<file path="config.mk">
export PLATFORM = sky130hd
export DESIGN_NAME = regfile_2r1w
export DESIGN_NICKNAME = d
export VERILOG_FILES = /design/src/rtl/regfile_2r1w.sv
export SDC_FILE = /design/constraint.sdc
export NUM_CORES = 2
export LEC_CHECK = 0
export ABC_CLOCK_PERIOD_IN_PS = 3000
export BUFFER_PORTS_ARGS = -buffer_cell sky130_fd_sc_hd__buf_2
export CORE_UTILIZATION = 25
export DETAILED_ROUTE_END_ITERATION = 10
export GPL_ROUTABILITY_DRIVEN = 0
export SETUP_SLACK_MARGIN = 0.15
export SYNTH_ARGS = -nofsm -noshare
export SYNTH_HDL_FRONTEND = slang
export SYNTH_SLANG_ARGS = --single-unit
</file>
<file path="constraint.sdc">
create_clock -name clk -period 3 [get_ports clk]
set_input_delay 0.3 -clock clk [delete_from_list [all_inputs] [get_ports clk]]
set_output_delay 0.3 -clock clk [all_outputs]
set_load 0.01 [all_outputs]
</file>
<file path="src/rtl/regfile_2r1w.sv">
// regfile_2r1w: 2-read / 1-write general-purpose register file.
// r0 reads as zero; optional same-cycle write-to-read forwarding.
module regfile_2r1w #(
  parameter int WIDTH  = 32,
  parameter int ADDR_W = 5,
  parameter int BYPASS = 1
) (
  input  logic              clk,
  input  logic              reset,
  input  logic [ADDR_W-1:0] RA1,
  input  logic [ADDR_W-1:0] RA2,
  input  logic              WE,
  input  logic [ADDR_W-1:0] WA,
  input  logic [WIDTH-1:0]  WD,
  output logic [WIDTH-1:0]  RD1,
  output logic [WIDTH-1:0]  RD2
);

  localparam int DEPTH = 2 ** ADDR_W;

  logic [WIDTH-1:0] regs_q [DEPTH];
  logic [WIDTH-1:0] regs_d [DEPTH];
  logic             wr_en;

  assign wr_en = WE && (WA != '0);

  // Next array state: clear beats write; r0 is never written
  always_comb begin
    regs_d = regs_q;
    if (reset) begin
      for (int i = 0; i < DEPTH; i++) begin
        regs_d[i] = '0;
      end
    end else if (wr_en) begin
      regs_d[WA] = WD;
    end
  end

  // Storage flops
  always_ff @(posedge clk) begin
    regs_q <= regs_d;
  end

  // Port 1 read: array, then forward pending write, r0 forced to zero
  always_comb begin
    RD1 = regs_q[RA1];
    if (BYPASS != 0 && wr_en && WA == RA1) begin
      RD1 = WD;
    end
    if (RA1 == '0) begin
      RD1 = '0;
    end
  end

  // Port 2 read: same rules as port 1
  always_comb begin
    RD2 = regs_q[RA2];
    if (BYPASS != 0 && wr_en && WA == RA2) begin
      RD2 = WD;
    end
    if (RA2 == '0) begin
      RD2 = '0;
    end
  end

endmodule

</file>
Word level (Yosys, flattened, before mapping)
Index checks and enable logic that the tools add are counted.
{"block": "op_classes", "n_addsub": 0, "n_mul": 0, "div": 0, "order_cmp": 4, "eq_ne": 2, "shifts": 0, "mux": 13, "bitwise": 3, "n_reduce_logical": 7}
{"cell": "$bwmux 1024", "n": 1}
{"cell": "$bmux 32 s5", "n": 2}
{"cell": "$mux 32", "n": 9}
{"cell": "$demux 32 s5", "n": 1}
{"cell": "$ge 6x6->1 const B", "n": 3}
{"cell": "$not 5->6", "n": 3}
{"cell": "$eq 5x5->1", "n": 2}
{"cell": "$logic_not 5->1", "n": 2}
{"cell": "$lt 6x1->1 const B", "n": 1}
{"cell": "$reduce_bool 5->1", "n": 1}
{"cell": "$logic_and 1x1->1", "n": 4}
{"block": "word_totals", "regBits": 1024, "latchBits": 0, "mem_bits_rw": 0, "rom_bits": 0, "output_inout_bits": 64, "memories": 0}

Logic depth before layout (Yosys ltp)
{"block": "logic_depth", "depth_word": 6, "mapped_depth": 10, "depth_no_buf": 5}

Worst setup path before layout
Ideal clock, no wire load.
{"block": "synth_timing", "kind": "input-to-output", "start": "input RA1[1]", "end": "output RD1[8]", "arrival_ps": 1998, "required_ps": 2700, "setup_slack_ps": 702, "path_stages": 7, "path_cell_list": "buf_2 -> buf_2 -> buf_1 -> mux4_2 -> a22oi_1 -> o21ai_1 -> a221o_1"}
{"block": "synth_between", "elab_chain_cells": 6, "elab_cells_between_ends": 9, "cone_classes": "eq/ne: 1; mux: 5; bitwise: 1; reduce/logical: 2"}
{"element": "start: declaration", "line_no": "10", "text": "input logic [ADDR_W-1:0] RA1,"}
{"element": "$not 5->6 (not written as such)", "line_no": "46", "text": "RD1 = regs_q[RA1];"}
{"element": "$bmux 32 s5", "line_no": "46"}
{"element": "$mux 32 (not written as such) (2 in series)", "line_no": "46"}
{"element": "$mux 32", "line_no": "47", "text": "if (BYPASS != 0 && wr_en && WA == RA1) begin"}
{"element": "$mux 32 *", "line_no": "50", "text": "if (RA1 == '0) begin"}
{"element": "end: declaration", "line_no": "15", "text": "output logic [WIDTH-1:0] RD1,"}
Mark *: on every way between the ends. The rest lies on a longest branch, timed or not. The select of a mux whose other input is x is not followed.

Worst setup path in the final report
{"block": "layout_timing", "start": "register regs_q[407] in the netlist's numbering", "end": "output RD1[23]"}
{"block": "layout_between", "elab_chain_cells": 5}
{"element": "start: declaration", "line_no": "21", "text": "logic [WIDTH-1:0] regs_q [DEPTH];"}
{"element": "start signal: assignment", "line_no": "41", "text": "regs_q <= regs_d;"}
{"element": "$bmux 32 s5", "line_no": "46"}
{"element": "$mux 32 (not written as such) (2 in series)", "line_no": "46"}
{"element": "$mux 32", "line_no": "47"}
{"element": "$mux 32", "line_no": "50"}
Every way passes these cells. The select of a mux whose other input is x is not followed.

==> flow_summary.json <==
{
  "outcome": "finished with violations",
  "violations": "negative setup slack",
  "synth.area.mux_share_pct": 22.4,
  "critPathMaxStageDelay_ps": 480,
  "seq_power_share_pct": 42.9,
  "ctsRootBufferMaster": "clkbuf_16",
  "max_freq_mhz": 324,
  "synth_top_flop_cell": "dfxtp_1",
  "path_cells": "mux4_2, mux2i_2, a2111oi_2, buf_4, nor4_4, buf_4, nor3_2, buf_2",
  "r2r_setup_slack_ps": 2260,
  "synth.top_cells.by_area": "dfxtp_1 (39%), mux4_2 (16%), nand2_1 (14%), a21oi_1 (9.6%), mux2i_1 (6.1%)",
  "syn_area_um2": 52800,
  "final_cell_mix": "nand2_1 (2006), a21oi_1 (1007), dfxtp_1 (942)",
  "irDropWorstVdd_uv": 415,
  "rsz0062_at_grt": "true",
  "io_pins": 114,
  "path_buf_inv": 3,
  "core_um2": 210000,
  "swShare_pct": 26.7,
  "maxCapViolCount": 0,
  "post-route-util_pct": 30.7,
  "largest_register_ff_count": 1024,
  "synth.top_cell.area_share_pct": 38.8,
  "reg_top3": "regs_q: 1024 flops",
  "vias": 51035,
  "reg2reg_from": "regs_q[144]",
  "dieArea_um2": 213000,
  "synth_seq_cells": 1024,
  "path_common_cell": "buf_4",
  "synth_adder_area_share_pct": 0,
  "synthXorXnorAreaFrac_pct": 0.166,
  "p_clk_share_pct": 45.2,
  "worstHoldEndpoint": "regs_q[594]",
  "syn2layout_area_growth_pct": 21.9,
  "slew_viol_final": 0,
  "max_slew.worst_pin.slew_ps": 967,
  "synth_largest_area_cell": "dfxtp_1",
  "grt-ovfl-total": 0,
  "cts_tree": "built",
  "startpoint_type": "register",
  "cp-end-kind": "output pin",
  "drc_errors": 0,
  "synth_cells": 6167,
  "grt_pass1_wl_um": 343000,
  "synth_warnings": 0,
  "critical_path_arrival_ps": 2790,
  "fin_skew_ps": 0,
  "r2r-end": "regs_q[144]",
  "synthSimpleGateAreaFrac_pct": 17.8,
  "setup_viol": 3,
  "grt_antenna_before_repair": 26,
  "p_int_mw": 23.5,
  "worstSkewPairLatency_ps": 740,
  "synth-edff-count": 0,
  "wirelength_um": 242000,
  "wl_per_cell_um": 26.6,
  "powerDensity_nw_per_um2": 499,
  "fp.dieW_um": 462,
  "path_class": "reg -> out",
  "grt_pass1_vias": 48340,
  "cts_htree_levels": 3,
  "cts_num_sinks": 1024,
  "syn_avg_cell_area_um2": 8.57,
  "nets": 6212,
  "layout-drive-gt1-share_pct": 23.3,
  "crit_path_top_delay_cell": "mux4_2",
  "clkTransAtPathRegs_ps": 70,
  "p_total_mw": 32.1,
  "fin_cells": 9066,
  "period_minus_slack_ps": 3090,
  "fin_tns_setup_ps": -201,
  "combPwrFrac_pct": 12.0,
  "holdPathStages": 3,
  "drtAntennaViolNets": 0,
  "async_reset_ff_share_pct": 0,
  "rows": 168,
  "drtPass1Iterations": 6,
  "period_share_pct": 103,
  "die_y_um": 462,
  "yosysSeqAreaShare_pct": 38.8,
  "place_inst": 8825,
  "path_delay_family": "multiplexers",
  "layout_commonest_cell": "nand2_1",
  "relSlewSlack_pct": 35.3,
  "min-delay-start": "WD[18]",
  "switchingPower_mw": 8.58,
  "cp.required_ps": 2700,
  "grt_max_degree": 123,
  "dp_hpwl_um": 154000,
  "hold_path.class": "in -> reg",
  "synth_top_family_by_area": "multiplexers",
  "r2r_cells": 3,
  "syn_nets": 6217,
  "grtUsageTotal_pct": 21.9,
  "port_buffers": 113,
  "cts_buffers": 104,
  "nFillCells": 21753,
  "initial_core_util_pct": 25.2,
  "top_register": "regs_q",
  "leakagePower_nw": 21.2,
  "hold_viol": 0,
  "drt-initial-drc-count": 7663,
  "fin_ws_ps": -87.5,
  "viasPerCell": 5.63,
  "yosysUniqueCellTypes": 65,
  "whs_ps": 59.9,
  "cts_buffer_depth": 3,
  "synth-compound-area-share_pct": 15.0,
  "worstPathMaxFanout": 3
}
cell families (layout without fill, tap and decap cells):
| family | count (synthesis) | count (layout) |
|---|---|---|
| AND/OR/NAND/NOR | 2378 | 2378 |
| AO/OA/AOI/OAI | 1380 | 1380 |
| flip-flops | 1024 | 1024 |
| multiplexers | 718 | 718 |
| buffers and inverters | 657 | 739 |
| XOR/XNOR | 10 | 10 |
| other | 0 | 12 |
cell type report:
type                    instances  area (um^2)  share of cell area [%]
multi-input cells            4486        31000                    48.1
repair buffers                540         5490                    8.52
well taps                    2805         3510                    5.45
flip-flops and latches       1024        20600                    32.0
inverters                       6         22.5                  0.0350
clock buffers                 142         2980                    4.62
diodes                         12         30.0                  0.0466
clock inverters                51          772                    1.20
how the worst max path moves through the flow:
| stage | start | to | slack, ps | depth (start not counted) |
|---|---|---|---|---|
| floorplan | RA1[1] | RD1[8] | 700 | 7 |
| global placement | RA2[1] | RD2[30] | -470 | 9 |
| detailed placement | RA2[0] | RD2[16] | -430 | 11 |
| CTS | regs_q[407] | RD1[23] | -80 | 8 |
| global route | regs_q[407] | RD1[23] | -80 | 8 |
| finish | regs_q[407] | RD1[23] | -90 | 8 |
power by group through the flow:
| stage | registers [mW] | logic, mW | clock network, mW |
|---|---|---|---|
| 6_report | 13.8 | 3.84 | 14.5 |
| 5_1_grt | 13.8 | 3.91 | 15.1 |
| 4_1_cts | 13.8 | 3.60 | 14.6 |
| 3_5_place_dp | 14.1 | 3.45 | 0 |
| 3_3_place_gp | 14.1 | 3.43 | 0 |
| 2_1_floorplan | 14.0 | 1.89 | 0 |
metal layers:
| metal | track usage, % | share of wire, % |
|---|---|---|
| met1 | 26.4 | 36 |
| met2 | 33.1 | 44 |
| met3 | 5.38 | 12 |
| met4 | 17.4 | 8.4 |
| met5 | 0 | 0.070 |
stage by stage:
step | worst slack [ps] | area [um^2]
3_5_place_dp | -432 | 58600
2_1_floorplan | 702 | 52800
6_report | -87.5 | 64400
3_3_place_gp | -466 | 58600
4_1_cts | -79.6 | 63600
5_1_grt | -84.6 | 64400
cell usage after synthesis (8+ instances only):
master / number
buf_1: 8
clkbuf_1: 469
mux4_2: 370
a211oi_1: 31
mux2_2: 27
buf_6: 35
a31oi_1: 12
a22oi_1: 37
nand2_1: 2033
o21ai_0: 28
nor2b_1: 44
buf_4: 41
a21oi_1: 1017
a221oi_1: 58
dfxtp_1: 1024
nor3_1: 92
nor2_1: 118
a211o_1: 13
nand2b_1: 17
nor4_1: 18
buf_2: 66
a221o_1: 43
or2_2: 8
mux2i_1: 321
xnor2_1: 8
o22ai_1: 75
a2111oi_0: 10
a22o_1: 16
clkbuf_2: 29
worst register-to-register path: cells and delay by family (launching register included):
kind,cells,cell delay (ps)
and+or+nand+nor,1,50
DFF,1,350
buffers and inverters,1,120
AOI/OAI and AO/OA,1,160
what timing repair did:
item | CTS | global route
buffers inserted | 12 | 18
hold endpoints to repair | 38 | 0
resized for setup | 226 | 146
hold buffers | 3 | 0
endpoints found under the setup margin | 47 | 54
pin swaps | 57 | 42
gates cloned | 2 | 1
Note: power is estimated with default switching activity, not from simulation.
